<file path="config.mk">
export PLATFORM = sky130hd
export DESIGN_NAME = gate_pipe_unit
export DESIGN_NICKNAME = d
export VERILOG_FILES = /design/src/rtl/gate_pipe_unit.sv
export SDC_FILE = /design/constraint.sdc
export NUM_CORES = 1
export LEC_CHECK = 0
export CORE_AREA = 2 2 63 65
export CTS_CLUSTER_DIAMETER = 30
export DETAILED_ROUTE_END_ITERATION = 7
export DIE_AREA = 0 0 65 67
export HOLD_SLACK_MARGIN = 0.15
export PLACE_DENSITY = 0.92
export SYNTH_ARGS = -nofsm -noshare
export SYNTH_HDL_FRONTEND = slang
export SYNTH_SLANG_ARGS = --single-unit
</file>
<file path="constraint.sdc">
create_clock -name clk -period 4.1 [get_ports clk]
set_clock_uncertainty 0.15 [all_clocks]
set_input_delay 0.615 -clock clk [delete_from_list [all_inputs] [get_ports clk]]
set_output_delay 0.615 -clock clk [all_outputs]
set_load 0.01 [all_outputs]
</file>
<file path="src/rtl/gate_pipe_unit.sv">
`default_nettype none
// ============================================================================
// Module   : gate_pipe_unit
// Brief    : WIDTH-bit bitwise logic unit with eight gate ops, registered
//            through a STAGES-deep valid/ready pipeline. The result comes out
//            with its op code and OR/AND reductions.
//            Optional macro GATE_PIPE_STATS_EN adds a saturating 16-bit
//            count of output transfers (xfer_count).
// Revision : 1.0 - initial release
// ============================================================================
module gate_pipe_unit #(
  parameter int WIDTH  = 8,
  parameter int STAGES = 2
) (
  input  logic             clk,
  input  logic             rst_n,
  input  logic             in_valid,
  output logic             in_ready,
  input  logic [2:0]       op,
  input  logic [WIDTH-1:0] a,
  input  logic [WIDTH-1:0] b,
  output logic             out_valid,
  input  logic             out_ready,
  output logic [WIDTH-1:0] y,
  output logic [2:0]       op_out,
  output logic             y_any,
  output logic             y_all
`ifdef GATE_PIPE_STATS_EN
  ,
  output logic [15:0]      xfer_count
`endif
);

  localparam int c_last = STAGES - 1;

  // Operation codes
  localparam logic [2:0] c_op_and  = 3'b000;
  localparam logic [2:0] c_op_or   = 3'b001;
  localparam logic [2:0] c_op_xor  = 3'b010;
  localparam logic [2:0] c_op_nand = 3'b011;
  localparam logic [2:0] c_op_nor  = 3'b100;
  localparam logic [2:0] c_op_xnor = 3'b101;
  localparam logic [2:0] c_op_nota = 3'b110;

  logic [STAGES-1:0] r_valid;
  logic [WIDTH-1:0]  r_data [STAGES];
  logic [2:0]        r_op   [STAGES];

  logic              w_adv;
  logic [WIDTH-1:0]  w_result;

  // The whole pipe moves as one: it advances whenever the last stage is
  // empty or being drained, so a stall freezes bubbles as well as data.
  assign w_adv    = !r_valid[c_last] | out_ready;
  assign in_ready = w_adv;

  // Gate function evaluated on the incoming operands
  always_comb begin
    w_result = a;
    case (op)
      c_op_and:  w_result = a & b;
      c_op_or:   w_result = a | b;
      c_op_xor:  w_result = a ^ b;
      c_op_nand: w_result = ~(a & b);
      c_op_nor:  w_result = ~(a | b);
      c_op_xnor: w_result = ~(a ^ b);
      c_op_nota: w_result = ~a;
      default:   w_result = a;
    endcase
  end

  // First stage: capture operands result, op and valid (bubble if !in_valid)
  always_ff @(posedge clk or negedge rst_n) begin
    if (!rst_n) begin
      r_valid[0] <= 1'b0;
      r_data[0]  <= '0;
      r_op[0]    <= '0;
    end else if (w_adv) begin
      r_valid[0] <= in_valid;
      r_data[0]  <= w_result;
      r_op[0]    <= op;
    end
  end

  genvar gi;
  generate
    for (gi = 1; gi < STAGES; gi++) begin : g_stage
      // Later stages copy their predecessor on each advance
      always_ff @(posedge clk or negedge rst_n) begin
        if (!rst_n) begin
          r_valid[gi] <= 1'b0;
          r_data[gi]  <= '0;
          r_op[gi]    <= '0;
        end else if (w_adv) begin
          r_valid[gi] <= r_valid[gi-1];
          r_data[gi]  <= r_data[gi-1];
          r_op[gi]    <= r_op[gi-1];
        end
      end
    end
  endgenerate

  assign out_valid = r_valid[c_last];
  assign y         = r_data[c_last];
  assign op_out    = r_op[c_last];
  assign y_any     = |y;
  assign y_all     = &y;

`ifdef GATE_PIPE_STATS_EN
  logic [15:0] r_xfer_count;

  // Count completed output transfers, sticking at all-ones
  always_ff @(posedge clk or negedge rst_n) begin
    if (!rst_n) begin
      r_xfer_count <= '0;
    end else if (out_valid && out_ready && (r_xfer_count != 16'hFFFF)) begin
      r_xfer_count <= r_xfer_count + 16'd1;
    end
  end

  assign xfer_count = r_xfer_count;
`endif

endmodule
`default_nettype wire

</file>
==> impl_results.md <==
* Skew-Pair Late Insertion Delay at 0.26 ns
* Data arrival, critical path at 1.98 ns
* Wire length per cell at 11.02 µm
* Relative slew slack at 33.65%
* CTS clk-pin slew, worst paths at 0.08 ns
* GR Overflow Total at 0
* R2r setup slk at 2.61 ns
* Commonest cells after routing, fill and taps aside: nand2_1 (60), clkdlybuf4s50_1 (37), inv_1 (24), dfrtp_1 (24), ha_1 (16)
* Crit share post-route at 66.88%
* Die Height at 67 µm
* Synth Register Bits at 24
* H-tree levels at 1
* CTS buffer count at 3
* Final Net Count at 306
* Worst hold slack at 0.3107 ns
* Clk sinks at 24
* Tmin final at 2.742 ns
* Die width at 65 µm
* Final setup margin at 1.358 ns
* CP Max Fanout at 24
* Core Area at 3606 µm²
* Share of cells above drive strength 1 at 5.639%
* Status: complete, no violations
* Largest net degree at the start of global routing at 28
* Initial drt markers at 101
* First-pass GRT wire length at 6037 µm
* Synthesis Warnings at 0
* Least-Margin Pin Slew at 0.9921 ns
* Top cells by area, synth: dfrtp_1 (31%), nand2_1 (11%), ha_1 (10%), buf_4 (5.0%), inv_1 (4.6%)
* Mapped Area at 1967 µm²
* Worst setup startpoint: out_ready
* PwrDens at 328.3 nW/µm²
* CTS Hold Bufs at 0
* Setup violations, final at 0
* Peak VDD IR at 0.1357 mV
* Post-CTS setup buffer count at 0
* Max Fclk at 0.3647 GHz
* Worst Reg-to-Reg Cells at 6
* Slew Limit Fails at 0
* CP Launch Type: input port
* Commonest non-fill, non-tap cell in the layout: nand2_1
* Total wire length at 3460 µm
* Filler instances at 312
* Capturing point of the worst reg2reg path: r_data[11]$_DFFE_PN0P_
* First-pass DRT Iterations at 4
* Via count at 1635
* DP Wirelength at 2628 µm
* ANT cells at 0
* Ports at 38
* Post-DP Area at 2231 µm²
* Synth Instances at 247
* CTS root buf: clkbuf_8
* Tot GR Track Use at 17.37%
* Worst Path Required at 3.34 ns
* Crit. End Element: primary output
* Leakage at 1.076 nW
* Input/output buffers at 37
* Via/cell ratio at 5.207
* Syn Nets at 286
* Final TNS setup at 0 ns
* Final hold violation count at 0
* Antenna violations before repair at 0
* Syn Area/Cell at 7.963 µm²
* Overall power at 0.7558 mW
* DRC Markers at 0
* RR Startpoint: out_valid$_DFFE_PN0P_
* Tightest Hold Check Type: reg -> reg
* Pre-CTS setup slack at 1.360 ns
* DRT antenna net count at 0
* Rows at 22
* Starting density of the core at 54.55%
* Max Buffers Root-to-Sink at 2
* CP endpoint: in_ready
* Fin area at 2302 µm²
* Setup CP Type: in -> out
* Sequential-to-total area share from yosys stat at 30.53%
* Top cell type's share of synthesized area at 30.53%
* Resized Gates After CTS at 0
* TritonCTS clock tree: yes
* Max Cap Violations at 0
* Synth cell types at 42
* Area Overhead vs Synth at 17.05%
* Vias in the first global route at 1420
* RSZ-0062 raised after global routing: no
* GP Congestion at 0.7974
* Synth area leader: dfrtp_1
* Total die area at 4355 µm²
-- per-stage QoR --
stage,util [%],std cells
after CTS,63.84,314
after detailed placement,61.87,310
after global routing,63.84,314
final,63.84,314
after global placement,61.87,310
after floorplan,-,247
-- cell type report --
| type | count | area [µm²] | share of cell area, % |
|---|---|---|---|
| clock inverter | 1 | 30.03 | 1.304 |
| inverter | 24 | 90.09 | 3.913 |
| tap | 48 | 60.06 | 2.609 |
| multi-input combinational | 172 | 1072 | 46.58 |
| clock buffer | 3 | 41.29 | 1.793 |
| sequential | 24 | 600.6 | 26.09 |
| timing repair buffer | 42 | 407.9 | 17.72 |
-- power by group --
group	internal [mW]	total [mW]	switching, mW
logic	0.125	0.241	0.116
clock network	0.130	0.200	0.0701
registers	0.282	0.314	0.0323
-- cell families after synthesis --
kind of cell	count (synthesis)	synth area share (%)
compound gates	47	17.24
xor+xnor	1	0.4454
fa+ha+maj	16	10.18
buf+inv	51	14.95
flops	24	30.53
mux	3	1.527
simple gates	105	25.13
-- cell usage after synthesis, drive strengths merged --
cell type / number
o211ai: 1
nor2: 10
buf: 25
o31ai: 2
nor4: 2
a2111oi: 1
xnor2: 1
a211o: 1
nor4bb: 1
a211oi: 8
dfrtp: 24
clkbuf: 2
o22ai: 1
ha: 16
o2111ai: 1
and4bb: 1
a21oi: 6
or2: 4
nand2: 60
nand3b: 6
mux2i: 3
nor3: 3
nor2b: 13
o41ai: 1
a221oi: 1
a22o: 1
o32a: 2
nand4: 2
inv: 24
o311a: 2
nand3: 1
o21ai: 16
nand2b: 2
a31o: 2
a21o: 1
-- layer usage --
metal	share of wire, %	track usage (%)	vias up
met2	46	27.96	46
li1	-	-	845
met3	4.7	1.689	7
met4	1.8	7.181	0
met1	47	23.86	737
met5	0	0	-
-- worst max-delay path, cell delays in order --
cell and delay, ns:
clkdlybuf4s50_1 0.45, nor2b_1 0.05, inv_1 0.05, buf_4 0.23
clkdlybuf4s50_1 0.58
-- flip-flops by register name (all words and copies together), names as in the netlist --
name and count:
r_valid 1, r_op 3, out_valid 1, r_data 8, y 8, op_out 3
-- worst min-delay path by stage --
stage,cells past startpoint,from,endpoint,slack (ns)
5_1_grt,1,r_valid[0]$_DFFE_PN0P_,out_valid$_DFFE_PN0P_,0.34
6_report,1,r_valid[0]$_DFFE_PN0P_,out_valid$_DFFE_PN0P_,0.31
3_5_place_dp,1,r_valid[0]$_DFFE_PN0P_,out_valid$_DFFE_PN0P_,0.30
4_1_cts,1,r_valid[0]$_DFFE_PN0P_,out_valid$_DFFE_PN0P_,0.31
3_3_place_gp,1,r_valid[0]$_DFFE_PN0P_,out_valid$_DFFE_PN0P_,0.29
2_1_floorplan,0,rst_n,op_out[0]$_DFFE_PN0P_,0.17
No activity file was read; power rests on OpenSTA's default activity.
